`src/rtl/ir_prefetch_queue_if.sv`:
```
// Handshake and decoded-field bundle between the W bus / controller and the
// instruction prefetch queue.
interface ir_prefetch_queue_if #(
    parameter int unsigned DATA_WIDTH = 16,
    parameter int unsigned DEPTH      = 4
);
    localparam int unsigned CW = $clog2(DEPTH + 1);

    logic [DATA_WIDTH-1:0] DATA;
    logic                  IR_in;
    logic                  advance;
    logic                  flush;
    logic                  ir_ready;
    logic                  ir_valid;
    logic [DATA_WIDTH-1:0] REG_OUT_IR;
    logic [3:0]            opcode_out;
    logic [2:0]            rd_out;
    logic [2:0]            rs_1;
    logic [2:0]            rs_2;
    logic                  S;
    logic [1:0]            shift;
    logic [CW-1:0]         count;
    logic                  overflow;

    modport master (
        output DATA, IR_in, advance, flush,
        input  ir_ready, ir_valid, REG_OUT_IR, opcode_out, rd_out,
               rs_1, rs_2, S, shift, count, overflow
    );

    modport slave (
        input  DATA, IR_in, advance, flush,
        output ir_ready, ir_valid, REG_OUT_IR, opcode_out, rd_out,
               rs_1, rs_2, S, shift, count, overflow
    );
endinterface

```
`src/rtl/ir_prefetch_queue.sv`:
```
// Instruction register with a DEPTH-entry prefetch FIFO; the oldest word and
// its decoded fields are presented until consumed, and flush empties the queue.
module ir_prefetch_queue #(
    parameter int unsigned DATA_WIDTH = 16,
    parameter int unsigned DEPTH      = 4
) (
    input  logic                      clk,
    input  logic                      reset,
    ir_prefetch_queue_if.slave        bus
);
    localparam int unsigned CW = $clog2(DEPTH + 1);
    localparam int unsigned PW = $clog2(DEPTH);
    localparam logic [CW-1:0] FULL_CNT = CW'(DEPTH);

    logic [DATA_WIDTH-1:0] mem_q [DEPTH];
    logic [PW-1:0]         wr_ptr_q, wr_ptr_d;
    logic [PW-1:0]         rd_ptr_q, rd_ptr_d;
    logic [CW-1:0]         count_q,  count_d;
    logic                  overflow_q, overflow_d;

    logic                  empty, full, push, pop, wr_en;
    logic [DATA_WIDTH-1:0] head;

    always_comb begin
        empty      = (count_q == '0);
        full       = (count_q == FULL_CNT);
        pop        = bus.advance && !empty;
        // A full queue still accepts a push when the head is leaving this cycle.
        push       = bus.IR_in && (!full || pop);
        wr_en      = push && !bus.flush;
        wr_ptr_d   = wr_ptr_q;
        rd_ptr_d   = rd_ptr_q;
        count_d    = count_q;
        overflow_d = overflow_q;
        if (bus.flush) begin
            wr_ptr_d   = '0;
            rd_ptr_d   = '0;
            count_d    = '0;
            overflow_d = 1'b0;
        end else begin
            if (push) wr_ptr_d = wr_ptr_q + 1'b1;
            if (pop)  rd_ptr_d = rd_ptr_q + 1'b1;
            if (push && !pop)      count_d = count_q + 1'b1;
            else if (pop && !push) count_d = count_q - 1'b1;
            if (bus.IR_in && !push) overflow_d = 1'b1;
        end
    end

    always_ff @(posedge clk) begin
        if (!reset) begin
            wr_ptr_q   <= '0;
            rd_ptr_q   <= '0;
            count_q    <= '0;
            overflow_q <= 1'b0;
        end else begin
            wr_ptr_q   <= wr_ptr_d;
            rd_ptr_q   <= rd_ptr_d;
            count_q    <= count_d;
            overflow_q <= overflow_d;
        end
    end

    // Storage is not cleared by reset; validity is tracked by count alone.
    always_ff @(posedge clk) begin
        if (reset && wr_en) mem_q[wr_ptr_q] <= bus.DATA;
    end

    always_comb begin
        head           = empty ? '0 : mem_q[rd_ptr_q];
        bus.REG_OUT_IR = head;
        bus.opcode_out = head[15:12];
        bus.rd_out     = head[11:9];
        bus.rs_1       = head[8:6];
        bus.rs_2       = head[5:3];
        bus.S          = head[2];
        bus.shift      = head[1:0];
        bus.count      = count_q;
        bus.overflow   = overflow_q;
        bus.ir_valid   = !empty;
        bus.ir_ready   = !full;
    end
endmodule

```
`src/flat_wrapper.sv`:
```
// flat-port wrapper written by rule: the top's interface ports become plain ports
module ir_prefetch_queue_flat 
#(
    parameter int unsigned DATA_WIDTH = 16,
    parameter int unsigned DEPTH      = 4
)
  (clk, reset, bus_DATA, bus_IR_in, bus_advance, bus_flush, bus_ir_ready, bus_ir_valid, bus_REG_OUT_IR, bus_opcode_out, bus_rd_out, bus_rs_1, bus_rs_2, bus_S, bus_shift, bus_count, bus_overflow);
  ir_prefetch_queue_if #(.DATA_WIDTH(DATA_WIDTH), .DEPTH(DEPTH)) bus_i ();
  input  logic clk;
  input  logic reset;
  input wire logic [$bits(bus_i.DATA)-1:0] bus_DATA;
  input wire logic [$bits(bus_i.IR_in)-1:0] bus_IR_in;
  input wire logic [$bits(bus_i.advance)-1:0] bus_advance;
  input wire logic [$bits(bus_i.flush)-1:0] bus_flush;
  output wire logic [$bits(bus_i.ir_ready)-1:0] bus_ir_ready;
  output wire logic [$bits(bus_i.ir_valid)-1:0] bus_ir_valid;
  output wire logic [$bits(bus_i.REG_OUT_IR)-1:0] bus_REG_OUT_IR;
  output wire logic [$bits(bus_i.opcode_out)-1:0] bus_opcode_out;
  output wire logic [$bits(bus_i.rd_out)-1:0] bus_rd_out;
  output wire logic [$bits(bus_i.rs_1)-1:0] bus_rs_1;
  output wire logic [$bits(bus_i.rs_2)-1:0] bus_rs_2;
  output wire logic [$bits(bus_i.S)-1:0] bus_S;
  output wire logic [$bits(bus_i.shift)-1:0] bus_shift;
  output wire logic [$bits(bus_i.count)-1:0] bus_count;
  output wire logic [$bits(bus_i.overflow)-1:0] bus_overflow;
  assign bus_i.DATA = bus_DATA;
  assign bus_i.IR_in = bus_IR_in;
  assign bus_i.advance = bus_advance;
  assign bus_i.flush = bus_flush;
  assign bus_ir_ready = bus_i.ir_ready;
  assign bus_ir_valid = bus_i.ir_valid;
  assign bus_REG_OUT_IR = bus_i.REG_OUT_IR;
  assign bus_opcode_out = bus_i.opcode_out;
  assign bus_rd_out = bus_i.rd_out;
  assign bus_rs_1 = bus_i.rs_1;
  assign bus_rs_2 = bus_i.rs_2;
  assign bus_S = bus_i.S;
  assign bus_shift = bus_i.shift;
  assign bus_count = bus_i.count;
  assign bus_overflow = bus_i.overflow;
  ir_prefetch_queue #(.DATA_WIDTH(DATA_WIDTH), .DEPTH(DEPTH)) u_core (.clk(clk), .reset(reset), .bus(bus_i));
endmodule
```
`config.mk`:
```
export PLATFORM = sky130hd
export DESIGN_NAME = ir_prefetch_queue_flat
export DESIGN_NICKNAME = d
export VERILOG_FILES = /design/src/rtl/ir_prefetch_queue_if.sv /design/src/rtl/ir_prefetch_queue.sv /design/src/flat_wrapper.sv
export SDC_FILE = /design/constraint.sdc
export NUM_CORES = 1
export LEC_CHECK = 0
export CAP_MARGIN = 20
export CORE_UTILIZATION = 45
export DETAILED_ROUTE_END_ITERATION = 12
export MAX_ROUTING_LAYER = met4
export PLACE_DENSITY = 0.76
export SLEW_MARGIN = 10
export SYNTH_ARGS = -nofsm -noshare
export SYNTH_HDL_FRONTEND = slang
export SYNTH_SLANG_ARGS = --single-unit
```
`constraint.sdc`:
```
create_clock -name clk -period 2.2 [get_ports clk]
set_clock_uncertainty 0.1 [all_clocks]
set_input_delay 0.22 -clock clk [delete_from_list [all_inputs] [get_ports clk]]
set_output_delay 0.22 -clock clk [all_outputs]
set_load 0.05 [all_outputs]
```
==> results.cfg, run 1 <==
[status]
outcome = finished clean

[timing]
hold_violations = 0
relSlewSlack_pct = 66.5
clock.fmax_ghz = 0.466
finalCritPeriodShare_pct = 97.5
setup_viol = 0
drv_slew = 0
post-route-min-period_ps = 2150
setup_slack_ps = 54.1
worst_pin_slew_ps = 501

[detailed_routing]
drt-initial-drc-count = 17
met1_length_mm = 2.13
first_pass_iters = 4
wirelength_mm = 5.34
via_per_inst = 5.15
remaining_drc_errors = 0
dr_wl_met2_mm = 2.75
vias = 1680
wl_met3_um = 308
avgRoutedWirePerCell_um = 16.4
drt.antenna.violating_nets = 0
top_layer_used = met4

[clocking]
clock_sinks = 74
clk_pin_slew_worst_paths_ps = 70
cts_buffer_depth = 2
root_buffer = clkbuf_8
worstSkewPairLatency_ps = 340
cts_tree = done
cts_made_buffers = 9
holdBufCountCts = 0
htreeDepth = 3

[hold_path]
min_from = bus_advance
hp-class = input pin to flop
whs_path_depth = 5
hold_end = u_core.rd_ptr_q[0]

[worst_setup_path]
endpoint_kind = flop
required_ps = 2360
start_kind = flop
arrival_ps = 2310
cp_max_fo = 8
criticalPathCategory = flop to flop
r2r-start = u_core.bus.count[2]
timing.rr.end = u_core.bus.count[2]
r2r_slack_ps = 50
reg2regPathDepth = 8

[floorplan]
placement_rows = 30
die_w_um = 85.4
ios = 59
die_y_um = 85.4
core_um2 = 6760
initial_utilization_pct = 46.3
die-area_um2 = 7290

[pwr]
power_density_nw_per_um2 = 856
total_power_uw = 3450
p_leak_uw = 0.00147
ir_worst_vdd_v = 0.000730

[global_routing]
grt_usage_pct = 16.3
grt_pass1_wl_mm = 8.27
grt_pass1_vias = 1689
globalRouteOverflowTotal = 0
grt_max_degree = 20
antenna_found_initial = 0

[synth]
yosys_warnings = 0
synth.largest_area_cell = edfxtp_1
syn_area_per_cell_um2 = 18.0
synthTopCellsByArea = edfxtp_1, mux4_2, dfxtp_1
synthDistinctLibCells = 31
synth_top_area_share_pct = 61.4
yosysSeqAreaShare_pct = 67.8
async_flop_share_pct = 0
synth-edff-count = 64
synthFlopType = edfxtp_1
netlist_area_um2 = 3130
synthCells = 174
ys_ff_latch = 74
synth.net_count = 201

[place]
dp_cells = 307
place_area_um2 = 3750
hpwl_mm = 3.51
dpl_worst_slack_ps = -226
portBuffers = 58
gp_congestion = 0.843

[layout]
drive_above_1_share_pct = 39.4
nNetsFinal = 268
syn_to_final_growth_pct = 28.9
fill_cells = 506
fin_area_um2 = 4030
diodes = 0
finalCoreUtilization_pct = 59.7
fin_cells = 326

[flow_run]
maxCapViolCount = 0
[metal layers]
layer / vias up / GRT usage, %
li1: 787 / -
met1: 828 / 18.6
met2: 51 / 25.9
met3: 14 / 4.77
met4: 0 / 8.94
met5: - / -
[logic make-up (layout without fill, tap and decap cells)]
group           count (synthesis)  count (layout)  synth area share, %
flops                          74              74                 67.8
simple gates                   37              37                 8.32
buf+inv                        27              99                 6.04
xor+xnor                        3               3                0.840
fa+ha+maj                       6               6                 2.64
mux                            17              17                 12.6
compound gates                 10              10                 1.76
[layout make-up]
class | instances | area [µm²] | share of cell area (%)
clock inverters | 6 | 90.1 | 2.23
inverters | 5 | 18.8 | 0.466
repair buffers | 78 | 704 | 17.5
clock buffers | 10 | 128 | 3.17
multi-input cells | 73 | 853 | 21.2
well taps | 80 | 100 | 2.48
flip-flops and latches | 74 | 2140 | 53.0
[critical path, cell delays in order (launching register included)]
cell and delay (ps):
dfxtp_4 380, nor4b_2 170, nor2_1 180, ha_2 220, inv_1 50, fa_2 330, xor2_1 150, or3_1 320
a21oi_1 170
[per-stage QoR]
stage	setup TNS, ps	hold slack [ps]
3_3_place_gp	-94.7	350
3_5_place_dp	-226	365
6_report	0	345
4_1_cts	0	388
5_1_grt	-59.8	358
2_1_floorplan	0	219
[synthesized netlist by cell type, types with 2 or more instances]
| cell | number |
|---|---|
| nor2b_1 | 14 |
| nor2_1 | 5 |
| ha_1 | 5 |
| xor2_1 | 3 |
| buf_4 | 16 |
| or3_1 | 2 |
| dfxtp_1 | 10 |
| buf_2 | 3 |
| nand3_1 | 2 |
| and3_1 | 4 |
| edfxtp_1 | 64 |
| mux4_2 | 10 |
| nor2b_4 | 3 |
| a21oi_1 | 4 |
| inv_1 | 5 |
| o21ai_0 | 4 |
| mux4_1 | 6 |
[timing repair]
action	in CTS	in global routing
buffers inserted	0	2
setup endpoints to repair	1	7
cloned	0	1
pin swaps	0	1
gates resized for setup	2	7
[how the worst max path moves through the flow]
stage,startpoint,endpoint,cells after the start
final,u_core.bus.count[2],u_core.bus.count[2],8
after floorplan,u_core.bus.count[2],u_core.bus.count[2],7
after global routing,u_core.bus.count[2],u_core.bus.count[2],8
after global placement,bus_advance,u_core.bus.count[2],9
after detailed placement,bus_advance,u_core.bus.count[2],9
after CTS,flop,bus_REG_OUT_IR[0],4
[power breakdown]
part           total (µW)  switching, µW  internal, µW
combinational         741            480           261
sequential           1570           24.4          1540
clock                1140            498           643
total                3450           1000          2450
[cell usage in the layout, fill, tap and decap left out, types with 2 or more instances in the layout]
master | synthesis | routed
nor2b_1 | 14 | 7
buf_4 | 16 | 49
nor2_1 | 5 | 5
a21oi_1 | 4 | 4
and3_1 | 4 | 4
clkdlybuf4s50_1 | 0 | 23
nand3_1 | 2 | 2
or3_1 | 2 | 2
dfxtp_1 | 10 | 6
bufinv_16 | 0 | 2
edfxtp_1 | 64 | 64
buf_12 | 1 | 3
o21ai_0 | 4 | 4
xor2_1 | 3 | 3
mux4_1 | 6 | 6
nor2b_2 | 0 | 7
inv_1 | 5 | 5
ha_1 | 5 | 4
clkbuf_8 | 0 | 9
dfxtp_4 | 0 | 4
mux4_2 | 10 | 10
nor2b_4 | 3 | 3
[sequential cells by signal, indices dropped and copies added (netlist names), named ones only]
register	flops
u_core.bus.overflow	1
u_core.mem_q	64
u_core.wr_ptr_q	2
u_core.rd_ptr_q	2
u_core.bus.count	3
(Power assumes the default switching activity.)
==> run 2: changes to the inputs <==
--- a/config.mk
+++ b/config.mk
@@ -6,10 +6,11 @@
 export NUM_CORES = 1
 export LEC_CHECK = 0
 export CAP_MARGIN = 20
+export CORE_MARGIN = 2
 export CORE_UTILIZATION = 45
 export DETAILED_ROUTE_END_ITERATION = 12
 export MAX_ROUTING_LAYER = met4
-export PLACE_DENSITY = 0.76
+export PLACE_DENSITY = 0.74
 export SLEW_MARGIN = 10
 export SYNTH_ARGS = -nofsm -noshare
 export SYNTH_HDL_FRONTEND = slang
==> constraint.sdc (replaced) <==
create_clock -name clk -period 2.6 [get_ports clk]
set_clock_uncertainty 0.1 [all_clocks]
set_input_delay 0.26 -clock clk [delete_from_list [all_inputs] [get_ports clk]]
set_output_delay 0.26 -clock clk [all_outputs]
set_load 0.05 [all_outputs]
==> run 2 against run 1 <==
  * Sequential share of layout area up 2.9 points
  * Largest power group unchanged
  * Final area down 5.8%
  * Sequential power down 16%
  * Die area up 4.7%
  * Utilization down 3.5 points
  * Power down 18%
  * Clock power down 18%
  * Critical path type unchanged
  * Clock-buffer cell count up 1
  * Wire length down 4.8%
  * Register-to-register slack better by 250 ps
==> results.cfg, run 2 (synthesized netlist as in run 1, its figures left out) <==
[worst_setup_path]
cp_max_fo = 8
cp_slowest_cell = o31ai_1
required_ps = 2770
criticalPathCategory = flop to flop
crit_path_max_incr_delay_ps = 430
reg2regPathDepth = 7
endpoint_kind = flop
crit_family = adder cells
r2r_slack_ps = 310
r2r-start = u_core.bus.count[0]
worstPathCellList = o31ai_1 > ha_1 > inv_1 > fa_1 > xor2_1 > or3_1 > a21oi_1
arrival_ps = 2460
timing.rr.end = u_core.bus.count[2]
start_kind = flop
crit_buf_inv = 1

[floorplan]
core_um2 = 6760
die-area_um2 = 7630
die_w_um = 87.4
ios = 59
initial_utilization_pct = 46.3
placement_rows = 30
die_y_um = 87.4

[status]
outcome = finished clean

[detailed_routing]
wl_met3_um = 230
drt-initial-drc-count = 93
drt.antenna.violating_nets = 0
avgRoutedWirePerCell_um = 16.4
via_per_inst = 5.11
vias = 1585
top_layer_used = met4
dr_wl_met2_mm = 2.52
met1_length_mm = 2.28
wirelength_mm = 5.08
remaining_drc_errors = 0
first_pass_iters = 4

[place]
gp_congestion = 0.812
place_area_um2 = 3590
hpwl_mm = 3.27
portBuffers = 58

[pwr]
p_leak_uw = 0.00136
ir_worst_vdd_v = 0.000376
power_density_nw_per_um2 = 749

[timing]
drv_slew = 0
post-route-min-period_ps = 2290
hold_violations = 0
relSlewSlack_pct = 41.4
setup_viol = 0
rsz0062_at_grt = false
clock.fmax_ghz = 0.436
worst_pin_slew_ps = 880
finalCritPeriodShare_pct = 88.3

[layout]
top_register = u_core.mem_q
drive_above_1_share_pct = 28.7
fin_area_um2 = 3800
nNetsFinal = 252
diodes = 0
most-common-layout-cells = edfxtp_1, buf_4, clkdlybuf4s50_1
syn_to_final_growth_pct = 21.4
largest_reg_flops = 64
finalCoreUtilization_pct = 56.2
multi_input_area_um2 = 817
final_common_cell = edfxtp_1
seq_area_um2 = 2120
fill_cells = 528

[global_routing]
grt_pass1_vias = 1533
globalRouteOverflowTotal = 0
grt_pass1_wl_mm = 7.79
grt_usage_pct = 14.7
grt_max_degree = 20
antenna_found_initial = 0

[clocking]
cts_buffer_depth = 2
cts_setup_buffers = 0
htreeDepth = 3
worstSkewPairLatency_ps = 330
clock_sinks = 74
holdBufCountCts = 0
clk_pin_slew_worst_paths_ps = 70
cts_made_buffers = 9
root_buffer = clkbuf_8
cts_resized = 0
cts_tree = done

[hold_path]
hold_end = u_core.bus.overflow
hp-class = flop to flop
whs_path_depth = 1
min_from = u_core.bus.overflow

[flow_run]
maxCapViolCount = 0
[run 2: report_power, final]
group | internal, µW | switching, µW
logic | 190 | 400
registers | 1310 | 15.9
clock network | 539 | 392
[run 2: layout make-up]
cell class,count,area share (%)
clock buffer,11,3.46
clock inverter,5,2.08
inverter,5,0.494
multi-input combinational,73,21.5
sequential,74,55.9
tap,80,2.64
timing repair buffer,62,13.9
[run 2: how the worst max path moves through the flow]
stage                   startpoint                  end  slack (ps)  cells after the start
2_1_floorplan  u_core.bus.count[0]    bus_opcode_out[0]         -30                      4
3_3_place_gp           bus_advance  u_core.bus.count[2]         180                      9
3_5_place_dp           bus_advance  u_core.bus.count[2]         170                      9
4_1_cts                       flop    bus_REG_OUT_IR[3]         300                      4
5_1_grt        u_core.bus.count[0]  u_core.bus.count[2]         200                      7
6_report       u_core.bus.count[0]  u_core.bus.count[2]         310                      7
[run 2: per-stage QoR]
step / hold WS, ps / instances / setup TNS [ps] / power (µW) / worst slack, ps
5_1_grt: 428 / 310 / 0 / 2940 / 195
4_1_cts: 397 / 310 / 0 / 2870 / 298
3_5_place_dp: 376 / 294 / 0 / 1940 / 168
2_1_floorplan: 259 / 174 / -203 / 1800 / -29.0
6_report: 398 / 310 / 0 / 2840 / 305
3_3_place_gp: 361 / 294 / 0 / 1940 / 181
[run 2: layer usage]
metal  vias to the layer above  GRT usage, %
li1                        753             -
met1                       789          18.2
met2                        39          22.3
met3                         4          4.83
met4                         0          5.87
met5                         -             -
